## config.mk

```make
export PLATFORM = sky130hd
export DESIGN_NAME = rs232_cmd_responder
export DESIGN_NICKNAME = d
export VERILOG_FILES = /design/src/rtl/rs232_cmd_responder.sv
export SDC_FILE = /design/constraint.sdc
export NUM_CORES = 1
export LEC_CHECK = 0
export CORE_MARGIN = 2
export CORE_UTILIZATION = 44
export CTS_CLUSTER_SIZE = 14
export DETAILED_ROUTE_END_ITERATION = 10
export HOLD_SLACK_MARGIN = 0.06
export PLACE_DENSITY_LB_ADDON = 0.1
export SLEW_MARGIN = 5
export SYNTH_ARGS = -nofsm -noshare
export SYNTH_HDL_FRONTEND = slang
export SYNTH_SLANG_ARGS = --single-unit
```

## constraint.sdc

```tcl
create_clock -name CLK_50MHZ -period 1.88 [get_ports CLK_50MHZ]
set_input_delay 0.376 -clock CLK_50MHZ [delete_from_list [all_inputs] [get_ports CLK_50MHZ]]
set_output_delay 0.376 -clock CLK_50MHZ [all_outputs]
set_load 0.02 [all_outputs]
```

## src/rtl/rs232_cmd_responder.sv

```systemverilog
// rs232_cmd_responder
// Device-side end of the 3-byte RS232 command protocol (cmd, address, data).
// Assembles frames from the UART receiver, issues one register-bus write or
// read per frame, and returns read data as a single byte through the UART
// transmitter. An inter-byte timeout discards partial frames.
//
// Build option: RS232_WRITE_ECHO_EN - when defined, write frames echo the
// written byte through the transmitter as an acknowledgement.
//
// Ports:
//   CLK_50MHZ  in   system clock, rising edge
//   RST        in   synchronous reset, active-high
//   RX_DATA    in   [7:0] received byte, qualified by RX_VALID
//   RX_VALID   in   one-cycle pulse per received byte
//   TX_DATA    out  [7:0] byte to transmit
//   TX_TRG     out  one-cycle transmit start pulse
//   TX_BUSY    in   transmitter busy, no TX_TRG is issued while high
//   REG_ADDR   out  [7:0] register address
//   REG_WDATA  out  [7:0] register write data
//   REG_WE     out  one-cycle write strobe
//   REG_RE     out  one-cycle read strobe
//   REG_RDATA  in   [7:0] read data, valid the cycle after REG_RE
//   FRAME_ERR  out  one-cycle pulse on timeout or dropped byte
//
// state     | meaning
// ----------+-----------------------------------------------------------
// IDLE      | waiting for the cmd byte
// WAIT_ADDR | cmd latched, waiting for the address byte (timeout armed)
// WAIT_DATA | address latched, waiting for the data byte (timeout armed)
// EXEC      | strobe cycle (REG_WE or REG_RE high)
// READ_CAP  | read data on the bus, captured into TX_DATA
// SEND      | waiting for the transmitter to be free, then TX_TRG

module rs232_cmd_responder #(
   parameter int TIMEOUT_CYCLES = 50000,
   parameter int TO_W           = 16
) (
   input  logic       CLK_50MHZ,
   input  logic       RST,
   input  logic [7:0] RX_DATA,
   input  logic       RX_VALID,
   output logic [7:0] TX_DATA,
   output logic       TX_TRG,
   input  logic       TX_BUSY,
   output logic [7:0] REG_ADDR,
   output logic [7:0] REG_WDATA,
   output logic       REG_WE,
   output logic       REG_RE,
   input  logic [7:0] REG_RDATA,
   output logic       FRAME_ERR
);

   typedef enum logic [2:0] {
      IDLE,
      WAIT_ADDR,
      WAIT_DATA,
      EXEC,
      READ_CAP,
      SEND
   } state_t;

   localparam logic [TO_W-1:0] TO_LAST = TO_W'(TIMEOUT_CYCLES - 1);

   state_t          state;
   logic            is_read;
   logic [TO_W-1:0] to_cnt;

   always_ff @(posedge CLK_50MHZ) begin
      if (RST) begin
         state     <= IDLE;
         is_read   <= 1'b0;
         to_cnt    <= '0;
         TX_DATA   <= 8'h00;
         TX_TRG    <= 1'b0;
         REG_ADDR  <= 8'h00;
         REG_WDATA <= 8'h00;
         REG_WE    <= 1'b0;
         REG_RE    <= 1'b0;
         FRAME_ERR <= 1'b0;
      end else begin
         // pulses and the timeout counter fall back to zero unless a
         // branch below says otherwise
         REG_WE    <= 1'b0;
         REG_RE    <= 1'b0;
         TX_TRG    <= 1'b0;
         FRAME_ERR <= 1'b0;
         to_cnt    <= '0;

         case (state)
            IDLE: begin
               if (RX_VALID) begin
                  is_read <= RX_DATA[0];
                  state   <= WAIT_ADDR;
               end
            end

            // a byte arriving on the timeout cycle is accepted
            WAIT_ADDR: begin
               if (RX_VALID) begin
                  REG_ADDR <= RX_DATA;
                  state    <= WAIT_DATA;
               end else if (to_cnt == TO_LAST) begin
                  FRAME_ERR <= 1'b1;
                  state     <= IDLE;
               end else begin
                  to_cnt <= to_cnt + 1'b1;
               end
            end

            // strobes are registered here so they are high during EXEC
            WAIT_DATA: begin
               if (RX_VALID) begin
                  REG_WDATA <= RX_DATA;
                  REG_WE    <= ~is_read;
                  REG_RE    <= is_read;
                  state     <= EXEC;
               end else if (to_cnt == TO_LAST) begin
                  FRAME_ERR <= 1'b1;
                  state     <= IDLE;
               end else begin
                  to_cnt <= to_cnt + 1'b1;
               end
            end

            EXEC: begin
               FRAME_ERR <= RX_VALID;
               if (is_read) begin
                  state <= READ_CAP;
               end else begin
`ifdef RS232_WRITE_ECHO_EN
                  TX_DATA <= REG_WDATA;
                  TX_TRG  <= ~TX_BUSY;
                  state   <= SEND;
`else
                  state   <= IDLE;
`endif
               end
            end

            // TX_TRG is decided on the same edge as the capture so the
            // trigger lands two clocks after REG_RE when the UART is free
            READ_CAP: begin
               FRAME_ERR <= RX_VALID;
               TX_DATA   <= REG_RDATA;
               TX_TRG    <= ~TX_BUSY;
               state     <= SEND;
            end

            // TX_TRG high means the trigger is being issued this cycle
            SEND: begin
               FRAME_ERR <= RX_VALID;
               if (TX_TRG) begin
                  state <= IDLE;
               end else if (!TX_BUSY) begin
                  TX_TRG <= 1'b1;
               end
            end

            default: state <= IDLE;
         endcase
      end
   end

endmodule

```

==> results of run 1 <==
[synth_stat cells]
library cell	n	area share
nor3_1	7	0.018
xor2_1	5	0.023
ha_1	1	0.0065
nand3_1	7	0.018
nand4b_1	1	0.0046
a21oi_1	19	0.050
mux2i_1	8	0.042
a32oi_1	1	0.0046
buf_4	1	0.0039
o21ai_0	1	0.0026
nand2b_1	4	0.013
or3_1	2	0.0065
inv_1	2	0.0039
o221a_2	1	0.0059
buf_2	1	0.0026
nor4_1	2	0.0065
dfxtp_1	48	0.50
nor4b_1	2	0.0091
nor2_2	1	0.0033
a221oi_1	1	0.0046
and4b_1	2	0.010
o31ai_1	1	0.0039
a22oi_1	1	0.0039
or4_1	1	0.0039
nand2_1	41	0.080
clkbuf_1	4	0.0078
and4_2	1	0.0052
buf_6	2	0.012
nor2_1	28	0.055
and4_1	1	0.0046
and3_2	2	0.0078
nand4_1	5	0.016
nor3b_1	1	0.0039
xnor2_1	8	0.036
a211o_1	1	0.0046
and3_1	1	0.0033
nor2b_1	4	0.013
[sequential cells by signal, summed over array words and instances, names as in the netlist]
| name | count |
|---|---|
| to_cnt | 16 |
| REG_ADDR | 8 |
| REG_WDATA | 8 |
| TX_DATA | 8 |
| state | 3 |
| FRAME_ERR | 1 |
| REG_RE | 1 |
| REG_WE | 1 |
| TX_TRG | 1 |
| is_read | 1 |
[cell usage in the layout, fill, tap and decap left out, drive strengths merged, types with 2 or more instances in the layout]
cell type      instances
inv                    3
and4                   2
nand2b                 4
dfxtp                 48
buf                   10
a21oi                 19
nor2b                  4
nand4                  5
clkbuf                 5
nand3                  7
xnor2                  8
nor2                  29
clkdlybuf4s50         47
nor4b                  2
xor2                   5
and4b                  2
and3                   3
or3                    2
nand2                 41
nor3                   7
nor4                   2
mux2i                  8
[path summary, 6_finish.rpt]
check          startpoint           end
min reg2reg  REG_WDATA[2]  REG_WDATA[2]
max reg2reg     to_cnt[0]     to_cnt[6]
max           REG_ADDR[4]   REG_ADDR[4]
min          REG_WDATA[2]  REG_WDATA[2]
[routing by layer]
layer  share of wire  wire length, µm  track usage  vias up
li1                -                -            -      865
met1            0.47             1950        0.237      774
met2            0.46             1910        0.278       46
met3           0.057              234       0.0476        5
met4          0.0092               38       0.0449        0
met5               0                0            0        -
[logic make-up (layout without fill, tap and decap cells)]
kind of cell / count (synthesis) / after routing / synth area share
buffers and inverters: 10 / 67 / 0.0300
AND/OR/NAND/NOR: 113 / 113 / 0.283
AO/OA/AOI/OAI: 26 / 26 / 0.0795
multiplexers: 8 / 8 / 0.0417
flip-flops: 48 / 48 / 0.500
XOR/XNOR: 13 / 13 / 0.0593
adder cells (fa/ha/maj): 1 / 1 / 0.00651
[through the flow]
step | hold WS, ps | area, µm² | worst slack [ps] | cells | power, mW
2_1_floorplan | 426 | 1920 | 190 | 219 | 1.15
3_3_place_gp | 442 | 2480 | 116 | 320 | 1.24
3_5_place_dp | 448 | 2480 | 46.2 | 320 | 1.24
4_1_cts | 462 | 2600 | 219 | 328 | 1.99
5_1_grt | 483 | 2600 | 102 | 328 | 2.07
6_report | 460 | 2600 | 217 | 328 | 1.98
[report_power, final]
part | total, mW | internal [mW] | switching (mW)
Sequential | 1.05 | 1.03 | 0.0125
Combinational | 0.171 | 0.0880 | 0.0828
Clock | 0.758 | 0.401 | 0.357
Total | 1.98 | 1.52 | 0.452
[final cells by class]
| cell class | count | area share |
|---|---|---|
| flip-flops and latches | 48 | 0.370 |
| multi-input cells | 161 | 0.347 |
| repair buffers | 57 | 0.210 |
| clock buffers | 5 | 0.0265 |
| well taps | 52 | 0.0251 |
| clock inverters | 3 | 0.0178 |
| inverters | 2 | 0.00289 |
==> reports/qor.json, run 1 <==
{
  "run_status": {"value": "finished, final reports clean"},
  "rows": {"value": 24},
  "floorplan.die_area": {"value": 4910, "unit": "µm²"},
  "max-clock-path-buffers": {"value": 2},
  "clock-sinks": {"value": 48},
  "ff2ff_path_depth": {"value": 6},
  "antenna_cells_inserted": {"value": 0},
  "globalRoute.totalOverflow": {"value": 0},
  "grt_pass1_vias": {"value": 1581},
  "grt_setup_unrepaired": {"value": "no"},
  "floorplan.io_pins": {"value": 48},
  "path_cells": {"value": "clkdlybuf4s50_1"},
  "fmax": {"value": 601, "unit": "MHz"},
  "cp_data_required_time": {"value": 1500, "unit": "ps"},
  "worst-r2r-setup-slack": {"value": 230, "unit": "ps"},
  "postSynthRegisterBits": {"value": 48},
  "worstSetupEndpointType": {"value": "primary output"},
  "buffer_ports.inserted": {"value": 47},
  "timing.critical_path.arrival": {"value": 1290, "unit": "ps"},
  "worst_setup_hold_path_clk_slew": {"value": 100, "unit": "ps"},
  "totalNegativeSetupSlack": {"value": 0, "unit": "ps"},
  "grt_max_degree": {"value": 33},
  "area_of_the_multi_input_gates": {"value": 902, "unit": "µm²"},
  "critical_path_buffer_and_inverter_count": {"value": 1},
  "drt_pre_antenna_iters": {"value": 4},
  "crit_path_max_fanout": {"value": 2},
  "hold_depth": {"value": 2},
  "wirelength": {"value": 4.13, "unit": "mm"},
  "root_buffer": {"value": "clkbuf_8"},
  "numCtsBuffers": {"value": 5},
  "critPathLaunchType": {"value": "flip-flop"},
  "number_of_cells_upsized_or_downsized_after_cts": {"value": 0},
  "detailedPlacementHpwl": {"value": 2.96, "unit": "mm"},
  "ys_types": {"value": 37},
  "timing_hold_violations_final": {"value": 0},
  "worst_path_max_delay_cell": {"value": "clkdlybuf4s50_1"},
  "timing.final.crit_period": {"value": 1660, "unit": "ps"},
  "synth_warnings": {"value": 0},
  "finalClockSkew": {"value": 10.6, "unit": "ps"},
  "core_area": {"value": 4260, "unit": "µm²"},
  "synthesized_netlist_cell_count": {"value": 219},
  "drive_above_1_share": {"value": 0.0833},
  "slew_headroom": {"value": 0.732},
  "power.density": {"value": 761, "unit": "nW/µm²"},
  "initialDrtViolationCount": {"value": 123},
  "cts_max_level": {"value": 2},
  "cp_slowest_stage_delay": {"value": 620, "unit": "ps"},
  "postLayoutCoreUtil": {"value": 0.609},
  "layout_worst_path_cycle_share": {"value": 0.884},
  "synthesis.area_per_instance": {"value": 8.77, "unit": "µm²"},
  "syn-num-nets": {"value": 240},
  "clkLatencyLatePin": {"value": 300, "unit": "ps"},
  "die_height": {"value": 70.1, "unit": "µm"},
  "criticalPathCategory": {"value": "flip-flop to primary output"},
  "cts_hold_buf": {"value": 0},
  "syn-cell-area": {"value": 1920, "unit": "µm²"},
  "global_route_wire_length_before_repair": {"value": 7.09, "unit": "mm"},
  "vdd_ir_drop_max": {"value": 0.000463, "unit": "V"},
  "residual_antenna_violating_net_count_after_detailed_routing": {"value": 0},
  "timing_max_transition_violations_final": {"value": 0},
  "area_overhead_vs_synth": {"value": 35.2, "unit": "%"},
  "final_nets": {"value": 296},
  "cts_tree": {"value": "built"},
  "detail_route.vias_per_cell": {"value": 5.15},
  "initial_standard_cell_utilization_of_the_core": {"value": 0.450},
  "synth-seq-area-share": {"value": 0.500},
  "path_delay_family": {"value": "buffers and inverters"},
  "timing.max_cap.violations": {"value": 0},
  "num-fill-cells": {"value": 398},
  "fp.dieW": {"value": 70.1, "unit": "µm"},
  "grt_util_all_layers": {"value": 0.175},
  "dr_total_vias": {"value": 1690},
  "p_leak": {"value": 0.868, "unit": "nW"},
  "drt-wirelength-per-cell": {"value": 12.6, "unit": "µm"},
  "post_cts_setup_bufs": {"value": 0},
  "worst-path-stages": {"value": 1},
  "setup-violations-final": {"value": 0},
  "worst_slew_pin_slew": {"value": 396, "unit": "ps"},
  "regArea": {"value": 961, "unit": "µm²"},
  "gp_congestion": {"value": 0.824},
  "min_path_type": {"value": "flip-flop to flip-flop"},
  "grt_antenna_before_repair": {"value": 0},
  "drcViolationCount": {"value": 0}
}
Power figures use the tool's default switching activity.
==> run 2: changes to the inputs <==
Settings changed: CORE_MARGIN 2 to 1.5, CORE_UTILIZATION 44 to 43, REMOVE_ABC_BUFFERS set to 1.
Clock period 1.88 ns to 1.5 ns, I/O delays scaled along.
==> reports/qor.json, run 2 (synthesis gave the netlist of run 1 again) <==
{
  "most_common_library_cell_in_the_layout_ignoring_fill_and_taps": {"value": "dfxtp_1"},
  "grt_setup_unrepaired": {"value": "yes"},
  "grt_util_met3": {"value": 0.0407, "change": "-0.00692"},
  "drcViolationCount": {"value": 0, "change": "unchanged"},
  "crit_path_max_fanout": {"value": 8, "change": "+6"},
  "worst_slew_pin_slew": {"value": 327, "unit": "ps", "change": "-69.1 ps"},
  "clock-sinks": {"value": 48, "change": "unchanged"},
  "worst-r2r-setup-slack": {"value": 10, "unit": "ps", "change": "-220 ps"},
  "fp.dieW": {"value": 69.8, "unit": "µm", "change": "-0.34%"},
  "power.combinational.fraction": {"value": 0.108, "change": "+0.022"},
  "rows": {"value": 24, "change": "unchanged"},
  "timing_max_transition_violations_final": {"value": 0, "change": "unchanged"},
  "finalClockSkew": {"value": 2.67, "unit": "ps", "change": "-7.94 ps"},
  "die_height": {"value": 69.8, "unit": "µm", "change": "-0.34%"},
  "run_status": {"value": "finished, final reports clean"},
  "worst_setup_hold_path_clk_slew": {"value": 80, "unit": "ps", "change": "-20 ps"},
  "dr_total_vias": {"value": 1786, "change": "+5.7%"},
  "wirelength": {"value": 4.38, "unit": "mm", "change": "+6.2%"},
  "cts_tree": {"value": "built"},
  "cts_max_level": {"value": 2, "change": "unchanged"},
  "worst_slack": {"value": 14.9, "unit": "ps", "change": "-202 ps"},
  "floorplan.die_area": {"value": 4880, "unit": "µm²", "change": "-0.68%"},
  "power_frac_seq": {"value": 0.587, "change": "+0.057"},
  "dp_cells": {"value": 351, "change": "+9.7%"},
  "root_buffer": {"value": "clkbuf_8"},
  "clkLatencyLatePin": {"value": 290, "unit": "ps", "change": "about the same"},
  "ff2ff_path_depth": {"value": 5, "change": "-1"},
  "min_path_type": {"value": "flip-flop to flip-flop"},
  "start_point_of_the_critical_path": {"value": "to_cnt[4]"},
  "grt_util_all_layers": {"value": 0.189, "change": "+0.0138"},
  "area_overhead_vs_synth": {"value": 48.9, "unit": "%"},
  "cts_hold_buf": {"value": 0, "change": "unchanged"},
  "layoutNonFillerInstCount": {"value": 357, "change": "+8.8%"},
  "most-common-layout-cells": {"value": "dfxtp_1, nand2_1, buf_4, dlygate4sd2_1, nor2_1"},
  "use_met1": {"value": 0.246, "change": "+0.00837"},
  "drt_pre_antenna_iters": {"value": 4, "change": "unchanged"},
  "buffer_ports.inserted": {"value": 47, "change": "unchanged"},
  "grt_pass1_vias": {"value": 1732, "change": "+9.6%"},
  "timing.critical_path.arrival": {"value": 1720, "unit": "ps", "change": "+430 ps"},
  "setup-violations-final": {"value": 0, "change": "unchanged"},
  "p_sw": {"value": 0.510, "unit": "mW", "change": "+13%"},
  "p_leak": {"value": 1.18, "unit": "nW", "change": "+36%"},
  "timing_hold_violations_final": {"value": 0, "change": "unchanged"},
  "grt_max_degree": {"value": 33, "change": "unchanged"},
  "largest-register": {"value": "to_cnt"},
  "critPathLaunchType": {"value": "flip-flop"},
  "timing.final.crit_period": {"value": 1490, "unit": "ps"},
  "postLayoutCoreUtil": {"value": 0.661, "change": "+0.0523"},
  "core_area": {"value": 4320, "unit": "µm²", "change": "+1.4%"},
  "numCtsBuffers": {"value": 5, "change": "unchanged"},
  "max-clock-path-buffers": {"value": 2, "change": "unchanged"},
  "timing.max_cap.violations": {"value": 0, "change": "unchanged"},
  "gp_congestion": {"value": 0.748, "change": "-9.2%"},
  "worstSetupEndpointType": {"value": "flip-flop"},
  "largest_reg_flops": {"value": 16, "change": "unchanged"},
  "worst_setup_path_endpoint": {"value": "to_cnt[15]"},
  "initialDrtViolationCount": {"value": 70, "change": "-43%"},
  "regToRegEndpoint": {"value": "to_cnt[15]"},
  "grt_util_met2": {"value": 0.306, "change": "+0.0275"},
  "final_nets": {"value": 328, "change": "+11%"},
  "power.density": {"value": 779, "unit": "nW/µm²", "change": "+2.4%"},
  "detail_route.vias_per_cell": {"value": 5.00, "change": "-2.9%"},
  "global_route_wire_length_before_repair": {"value": 7.51, "unit": "mm", "change": "+5.8%"},
  "drt-wirelength-per-cell": {"value": 12.3, "unit": "µm", "change": "-2.5%"},
  "antenna_cells_inserted": {"value": 0, "change": "unchanged"},
  "r2r-start": {"value": "to_cnt[4]"},
  "criticalPathCategory": {"value": "flip-flop to flip-flop"},
  "initial_standard_cell_utilization_of_the_core": {"value": 0.444, "change": "-0.00626"},
  "fmax": {"value": 673, "unit": "MHz"},
  "cp_data_required_time": {"value": 1730, "unit": "ps", "change": "+230 ps"},
  "power_frac_clock": {"value": 0.306, "change": "-0.078"},
  "vdd_ir_drop_max": {"value": 0.000459, "unit": "V", "change": "-0.83%"},
  "residual_antenna_violating_net_count_after_detailed_routing": {"value": 0, "change": "unchanged"},
  "cell_internal_pwr": {"value": 1.72, "unit": "mW", "change": "+13%"},
  "grt_antenna_before_repair": {"value": 0, "change": "unchanged"},
  "slew_headroom": {"value": 0.782, "change": "+0.0492"},
  "pre_cts_slack": {"value": -252, "unit": "ps", "change": "-299 ps"},
  "floorplan.io_pins": {"value": 48, "change": "unchanged"},
  "detailedPlacementHpwl": {"value": 3.04, "unit": "mm", "change": "+2.4%"},
  "drive_above_1_share": {"value": 0.239, "change": "+0.156"},
  "layout_worst_path_cycle_share": {"value": 0.990},
  "globalRoute.totalOverflow": {"value": 0, "change": "unchanged"},
  "grt-busiest-layer": {"value": "met2"},
  "power.share.switching": {"value": 0.229, "change": "about the same"}
}
-- run 2: what timing repair did --
action / 4_1_cts / 5_1_grt
gates cloned: 1 / 0
setup endpoints to repair: 45 / 21
endpoints found under the hold margin: 0 / 0
resized for setup: 44 / 15
buffers inserted: 2 / 0
pin swaps: 16 / 5
-- run 2: worst min path at each step --
stage / start / to / slack [ps] / cells after the start
2_1_floorplan: RST / FRAME_ERR / 370 / 1
4_1_cts: REG_WDATA[3] / REG_WDATA[3] / 460 / 2
5_1_grt: REG_ADDR[1] / REG_ADDR[1] / 470 / 2
6_report: REG_WDATA[3] / REG_WDATA[3] / 450 / 2
3_3_place_gp: REG_ADDR[1] / REG_ADDR[1] / 440 / 2
3_5_place_dp: REG_WDATA[3] / REG_WDATA[3] / 450 / 2
-- run 2: power by group through the flow --
stage	clock [mW]	sequential, mW	combinational, mW
6_report	0.681	1.31	0.240
5_1_grt	0.751	1.31	0.260
4_1_cts	0.706	1.31	0.237
3_5_place_dp	0	1.34	0.237
3_3_place_gp	0	1.34	0.234
2_1_floorplan	0	1.36	0.0612
-- run 2: critical path, cell delays in order (launching register included) --
cell     delay [ps]
dfxtp_4         380
and4b_1         220
and4_4          180
or3_4           390
buf_8           160
a21oi_2          90
-- run 2: cell type report --
class / count / area, µm²
clock buffers: 5 / 68.8
well taps: 52 / 65.1
inverters: 2 / 7.51
fillers: 390 / 1470
repair buffers: 89 / 766
flip-flops and latches: 48 / 971
multi-input cells: 161 / 981
-- run 2: through the flow --
stage               instance area, µm²  power, mW  hold WS [ps]  TNS [ps]
floorplan                         1870       1.42           369     -2480
CTS                               2810       2.25           456      -157
detailed placement                2710       1.58           448     -6710
global placement                  2710       1.57           442     -5690
finish                            2860       2.23           452         0
global route                      2860       2.32           470      -166
-- run 2: metal layers --
metal,up-vias,part of all wire
met3,7,0.046
met5,-,0
met1,817,0.48
li1,922,-
met2,40,0.46
met4,0,0.016
